**src/rtl/gpio_pio_ctrl.sv**
```systemverilog
// Parametrised GPIO/key controller: synchronised, debounced inputs with edge capture and
// maskable interrupt, plus set/clear-capable outputs, behind an Avalon-MM slave.
module gpio_pio_ctrl #(
    parameter int unsigned     N_IN            = 4,
    parameter int unsigned     N_OUT           = 8,
    parameter int unsigned     SYNC_STAGES     = 2,
    parameter int unsigned     DEBOUNCE_CYCLES = 50000,
    parameter logic [N_IN-1:0]  IN_RST         = '1,
    parameter logic [N_OUT-1:0] OUT_RST        = '0
) (
    input  logic             clk,
    input  logic             reset_n,
    input  logic [2:0]       avs_address,
    input  logic             avs_read,
    input  logic             avs_write,
    input  logic [31:0]      avs_writedata,
    output logic [31:0]      avs_readdata,
    output logic             irq,
    input  logic [N_IN-1:0]  pio_in,
    output logic [N_OUT-1:0] pio_out
);

    localparam int unsigned     CNT_W   = (DEBOUNCE_CYCLES > 1) ? $clog2(DEBOUNCE_CYCLES) : 1;
    localparam logic [CNT_W-1:0] CNT_MAX = CNT_W'(DEBOUNCE_CYCLES - 1);

    localparam logic [2:0] A_DATA_IN  = 3'd0;
    localparam logic [2:0] A_DATA_OUT = 3'd1;
    localparam logic [2:0] A_OUT_SET  = 3'd2;
    localparam logic [2:0] A_OUT_CLR  = 3'd3;
    localparam logic [2:0] A_IRQ_MASK = 3'd4;
    localparam logic [2:0] A_EDGE_CAP = 3'd5;
    localparam logic [2:0] A_EDGE_SEL = 3'd6;
    localparam logic [2:0] A_ID       = 3'd7;

    logic [N_IN-1:0]  sync_q [SYNC_STAGES];
    logic [N_IN-1:0]  sync_d [SYNC_STAGES];
    logic [CNT_W-1:0] cnt_q  [N_IN];
    logic [CNT_W-1:0] cnt_d  [N_IN];
    logic [N_IN-1:0]  stable_q, stable_d;
    logic [N_IN-1:0]  prev_q, prev_d;
    logic [N_IN-1:0]  mask_q, mask_d;
    logic [N_IN-1:0]  sel_rise_q, sel_rise_d;
    logic [N_IN-1:0]  sel_fall_q, sel_fall_d;
    logic [N_IN-1:0]  cap_q, cap_d;
    logic [N_OUT-1:0] out_q, out_d;
    logic             irq_q, irq_d;
    logic [31:0]      rdata_q, rdata_d;

    logic [N_IN-1:0]  set_c;
    logic [N_IN-1:0]  w1c_c;
    logic [31:0]      rd_mux_c;
    logic             unused_wdata_c;

    assign unused_wdata_c = ^avs_writedata;

    // Synchroniser chain and per-channel debounce counters
    always_comb begin
        sync_d[0] = pio_in;
        for (int s = 1; s < int'(SYNC_STAGES); s++) begin
            sync_d[s] = sync_q[s-1];
        end
        stable_d = stable_q;
        for (int i = 0; i < int'(N_IN); i++) begin
            cnt_d[i] = '0;
            if (sync_q[SYNC_STAGES-1][i] != stable_q[i]) begin
                if (cnt_q[i] == CNT_MAX) begin
                    stable_d[i] = sync_q[SYNC_STAGES-1][i];
                end else begin
                    cnt_d[i] = cnt_q[i] + CNT_W'(1);
                end
            end
        end
    end

    // Edge capture, interrupt and register writes
    always_comb begin
        set_c      = ((stable_q & ~prev_q) & sel_rise_q) | ((~stable_q & prev_q) & sel_fall_q);
        w1c_c      = '0;
        prev_d     = stable_q;
        irq_d      = |(cap_q & mask_q);
        out_d      = out_q;
        mask_d     = mask_q;
        sel_rise_d = sel_rise_q;
        sel_fall_d = sel_fall_q;
        if (avs_write) begin
            case (avs_address)
                A_DATA_OUT: out_d  = avs_writedata[N_OUT-1:0];
                A_OUT_SET:  out_d  = out_q | avs_writedata[N_OUT-1:0];
                A_OUT_CLR:  out_d  = out_q & ~avs_writedata[N_OUT-1:0];
                A_IRQ_MASK: mask_d = avs_writedata[N_IN-1:0];
                A_EDGE_CAP: w1c_c  = avs_writedata[N_IN-1:0];
                A_EDGE_SEL: begin
                    sel_rise_d = avs_writedata[N_IN-1:0];
                    sel_fall_d = avs_writedata[16 +: N_IN];
                end
                default: ;
            endcase
        end
        // a fresh edge wins over a same-cycle clear
        cap_d = (cap_q & ~w1c_c) | set_c;
    end

    // Read mux sees pre-write register values
    always_comb begin
        rd_mux_c = '0;
        case (avs_address)
            A_DATA_IN:  rd_mux_c[N_IN-1:0]  = stable_q;
            A_DATA_OUT: rd_mux_c[N_OUT-1:0] = out_q;
            A_IRQ_MASK: rd_mux_c[N_IN-1:0]  = mask_q;
            A_EDGE_CAP: rd_mux_c[N_IN-1:0]  = cap_q;
            A_EDGE_SEL: begin
                rd_mux_c[N_IN-1:0]  = sel_rise_q;
                rd_mux_c[16 +: N_IN] = sel_fall_q;
            end
            A_ID:       rd_mux_c = {8'h00, 8'hA5, 8'(N_OUT), 8'(N_IN)};
            default:    rd_mux_c = '0;
        endcase
        rdata_d = avs_read ? rd_mux_c : rdata_q;
    end

    always_ff @(posedge clk) begin
        if (!reset_n) begin
            for (int s = 0; s < int'(SYNC_STAGES); s++) begin
                sync_q[s] <= IN_RST;
            end
            for (int i = 0; i < int'(N_IN); i++) begin
                cnt_q[i] <= '0;
            end
            stable_q   <= IN_RST;
            prev_q     <= IN_RST;
            mask_q     <= '0;
            sel_rise_q <= '0;
            sel_fall_q <= '0;
            cap_q      <= '0;
            out_q      <= OUT_RST;
            irq_q      <= 1'b0;
            rdata_q    <= '0;
        end else begin
            for (int s = 0; s < int'(SYNC_STAGES); s++) begin
                sync_q[s] <= sync_d[s];
            end
            for (int i = 0; i < int'(N_IN); i++) begin
                cnt_q[i] <= cnt_d[i];
            end
            stable_q   <= stable_d;
            prev_q     <= prev_d;
            mask_q     <= mask_d;
            sel_rise_q <= sel_rise_d;
            sel_fall_q <= sel_fall_d;
            cap_q      <= cap_d;
            out_q      <= out_d;
            irq_q      <= irq_d;
            rdata_q    <= rdata_d;
        end
    end

    assign avs_readdata = rdata_q;
    assign irq          = irq_q;
    assign pio_out      = out_q;

endmodule

```
**config.mk**
```make
export PLATFORM = sky130hd
export DESIGN_NAME = gpio_pio_ctrl
export DESIGN_NICKNAME = d
export VERILOG_FILES = /design/src/rtl/gpio_pio_ctrl.sv
export SDC_FILE = /design/constraint.sdc
export NUM_CORES = 1
export LEC_CHECK = 0
export BUFFER_PORTS_ARGS = -buffer_cell sky130_fd_sc_hd__clkbuf_2
export CORE_MARGIN = 2
export CORE_UTILIZATION = 40
export DETAILED_ROUTE_END_ITERATION = 7
export PLACE_DENSITY_LB_ADDON = 0.25
export SETUP_SLACK_MARGIN = 0.2
export SYNTH_ARGS = -nofsm -noshare
export SYNTH_HDL_FRONTEND = slang
export SYNTH_SLANG_ARGS = --single-unit
```
**constraint.sdc**
```tcl
create_clock -name clk -period 2 [get_ports clk]
set_input_delay 0.4 -clock clk [delete_from_list [all_inputs] [get_ports clk]]
set_output_delay 0.4 -clock clk [all_outputs]
set_load 0.02 [all_outputs]
```
Yosys cells after proc, flatten, opt, wreduce, memory -nomap -nowiden
Memory sizes are Yosys's and may differ from the RTL's. Cells that the tools add are included.

Register bits: 65. Bits in writable memories: 72. Bits of input ports: 43. Output and inout port bits: 41. Logic and storage cells: 87. Memories kept: 2.

Memory list: cnt_q (depth 4, bits a word 16, rd ports 4, clocked after memory_dff 0, wr ports 4, line 37) `logic [CNT_W-1:0] cnt_q [N_IN];`; sync_q (depth 2, bits a word 4, rd ports 2, clocked after memory_dff 0, wr ports 2, line 35) `logic [N_IN-1:0] sync_q [SYNC_STAGES];`.

Add/subtract/negate cells: 4. Equal/unequal tests: 15. Multiplexer cells: 24. Bitwise operators: 20. Reduce and logical (&&, ||, !) cells: 10.

Operator list (number): 2-to-1 mux 16 bit (12); adder 16 x 1 -> 16 bit (second input constant) (4); equality test 16 bit (second input constant) (4); 2-to-1 mux 4 bit (7); bitwise AND 4 bit (6); case mux 4 bit (6 select lines) (1); case mux 8 bit (3 select lines) (1); AND reduction 2 bit (7); equality test 3 bit (second input constant) (4); NOT 4 bit (3); bitwise AND 8 bit (1); NOT 8 bit (1); OR 4 bit (2); OR 8 bit (1); case mux 4 bit (2 select lines) (1); equality test 3 x 2 -> 1 bit (second input constant) (2); OR 1 bit (6); != test 1 bit (4); OR reduction 4 bit (1); equality test 3 x 1 -> 1 bit (second input constant) (1); zero test 3 bit (1); nonzero test 3 bit (1); 2-to-1 mux 1 bit (2).

Logic depth before layout (Yosys ltp)
Depth after elaboration: 6. Mapped depth: 6. Mapped depth without buffers: 5.

Least setup slack after synthesis
Ideal clock, no wire load.

Path kind: reg2reg. Start: mem cnt_q[0][11] (netlist name). End: mem cnt_q[0][7] (netlist name). Library setup time: 0.115 ns. Arrival time: 1.673 ns. Data required time: 1.885 ns. Path slack: 0.212 ns. Stages on the path, launching flop included: 6. Period minus slack after synthesis: 1.788 ns. Path through: dfxtp_1 > or4_1 > or4_4 > nand3_4 > buf_8 > nor2_1.

RTL lines (line): start: declaration (37).

==> results by group <==
Synth
  – Post-synth top flop: dfxtp_1
  – Synthesized flop and latch total: 118
  – Mapped Area: 5192 sq um
  – Register area share after synthesis: 45.49%
  – Synth Instances: 589
  – Unique masters post-synth: 45
  – Syn. warnings: 0
  – Post-synth EDFFs: 0
  – Avg Inst Size Synth: 8.816 sq um
  – Post-synth ARST share: 0%

STA
  – Final Cycle Share: 86.31%
  – Setup violations, final: 0
  – Max-slew headroom: 64.64%
  – Final slew viol count: 0
  – Achievable frequency: 579.3 MHz
  – Crit path time final: 1726 ps
  – Worst slew pin tran: 528.7 ps
  – Setup TNS: 0 ps
  – Final Hold Viols: 0
  – RSZ-0062 raised after global routing: no
  – Setup Skew: 5.607 ps

Global route
  – Largest net degree at the start of global routing: 28
  – Initial antenna violation count: 0
  – Number of global-route vias before repair: 4005
  – GRT overflow: 0
  – Gr usage total: 16.82%
  – First-pass GRT wire length: 19.04 mm

Routing
  – Routed vias/inst: 5.041
  – Iteration-0 DRC Markers: 275
  – Drt total wl: 11.20 mm
  – Post-route DRC: 0
  – Vias: 4174
  – First-pass iteration count of the detailed router: 4
  – Antenna Nets Post-Route: 0
  – Post-DR wirelength/cell: 13.52 um

Place
  – Dpl cell area: 5559 sq um
  – DP Wirelength: 7.680 mm
  – IO Port Bufs: 46
  – GPL Wtd Cong: 0.8562

Power and ir drop
  – PwrDens: 903.9 nW/um^2
  – Total power draw: 5.561 mW
  – VDD IR-drop max: 0.0005148 V
  – Leak pwr: 2.108 nW

Worst setup path
  – Crit-path max FO: 6
  – CP cell instances: or4_1 -> or4_4 -> mux2i_1 -> nand2_1
  – CP max stage cell: or4_1
  – Crit path capture type: flop
  – Buf+Inv Stages, Crit Path: 0
  – CP Class: flop to flop
  – Worst Setup Start Kind: flop
  – CP max stage delay: 530 ps
  – Worst EP arrival: 2030 ps
  – Delay-heaviest family, CP: simple AND/OR/NAND/NOR gates
  – Worst endpoint required time: 2300 ps

Floorplanning
  – Io pins: 84
  – Horiz. Die Dim: 117.9 um
  – Row count: 41
  – Initial Utilization: 40.98%
  – Die Y: 117.9 um
  – Core box area: 12670 sq um
  – Die area: 13910 sq um

CTS
  – Worst-path clk slew: 50 ps
  – TritonCTS Buffers: 17
  – Setup Fix Bufs, Post-CTS: 0
  – Latest clock arrival within the worst-skew pair: 410 ps
  – Root buf cell: clkbuf_16
  – CTS tree: built
  – Clk sink count: 118
  – Htree depth: 4
  – CTS max path bufs: 2
  – Hold_buf cts: 0

Finish
  – Fillcell total: 1233
  – Diodes inserted: 0
  – Post-Layout Inst Area: 6152 sq um
  – Most common cell after layout, fill and taps aside: dfxtp_1
  – Most frequent cells in the layout: dfxtp_1, nor2_1, nand2_1
  – Util after Layout: 48.55%
  – Area growth syn-to-layout: 18.48%
  – Share of layout cells above drive strength 1: 14.79%
  – Net count, final: 691

Flow run
  – Max-Cap Viols: 0

Outcome
  – Status: finished clean

Min path
  – Worst min-delay path class: input pin to flop
-- kinds of logic after synthesis --
logic type | count (synthesis) | share of synthesized area (%)
and+or+nand+nor | 271 | 26.96
adders and majority gates | 4 | 0.9639
muxes | 14 | 2.771
AOI/OAI and AO/OA | 66 | 8.144
DFF | 118 | 45.49
buffers and inverters | 56 | 5.638
xor gates and xnor gates | 59 | 9.952
other | 1 | 0.07222
-- cell type report --
type / instances / area (sq um) / area share (%)
clock inverter: 10 / 105.1 / 1.708
tap: 172 / 215.2 / 3.498
sequential: 118 / 2362 / 38.40
timing repair buffer: 58 / 320.3 / 5.206
inverter: 17 / 63.81 / 1.037
clock buffer: 21 / 460.4 / 7.484
multi-input combinational: 432 / 2625 / 42.67
-- path summary, 6_finish.rpt --
| kind | startpoint | end | slack [ps] | depth (start not counted) |
|---|---|---|---|---|
| worst max-delay path | cnt_q[0][11]$_SDFF_PP0_ | prev_d[0]$_SDFFE_PN1P_ | 270 | 4 |
| worst max register to register | cnt_q[0][11]$_SDFF_PP0_ | prev_d[0]$_SDFFE_PN1P_ | 270 | 4 |
| worst min register to register | sync_q[0][0]$_SDFF_PN1_ | sync_q[0][4]$_SDFF_PN1_ | 410 | 1 |
| worst min-delay path | pio_in[0] | sync_q[0][0]$_SDFF_PN1_ | 170 | 2 |
-- repair_timing --
item | CTS | global route
resized for setup | 1 | 2
pin swaps | 1 | 1
gates cloned | 1 | 0
setup endpoints to repair | 16 | 47
-- worst register-to-register path, cell delays in order (launching register included) --
cell and delay (ps):
dfxtp_1 360, or4_1 540, or4_4 490, mux2i_1 170, nand2_1 60
-- report_power, final --
group	switching (mW)	internal [mW]
clock	1.03	1.87
combinational	0.165	0.0906
sequential	0.0202	2.38
total	1.21	4.35
-- routing by layer --
layer	track usage, %	up-vias	share of wire (%)
li1	-	2092	-
met1	20.52	1995	47
met2	27.76	72	47
met3	5.039	15	4.3
met4	6.627	0	1.5
met5	0	-	0
-- flip-flops by register name, summed over array words and instances, names as in the netlist --
name	cells
cnt_q	64
avs_readdata	13
pio_out	8
sync_q	8
cap_q	4
mask_q	4
prev_d	4
prev_q	4
sel_fall_q	4
sel_rise_q	4
irq	1
-- stage by stage --
stage	setup slack [ps]	hold WS, ps	instances
2_1_floorplan	212.1	386.3	605
3_3_place_gp	183.8	389.5	796
3_5_place_dp	157.0	396.4	796
4_1_cts	192.7	164.0	828
5_1_grt	206.3	186.8	828
6_report	273.9	172.0	828
-- cell usage after synthesis (all sizes together), types with 16 or more instances --
library cell | count | area (sq um)
nor2 | 75 | 281.5
xor2 | 17 | 148.9
a21boi | 19 | 142.6
nand3 | 27 | 147.6
nor2b | 21 | 131.4
nor4 | 18 | 112.6
inv | 16 | 60.06
xnor2 | 42 | 367.9
o21ai | 19 | 95.09
dfxtp | 118 | 2362
clkbuf | 18 | 67.56
buf | 21 | 161.4
nand4 | 17 | 106.4
nand2 | 58 | 217.7
(Power assumes the default switching activity.)
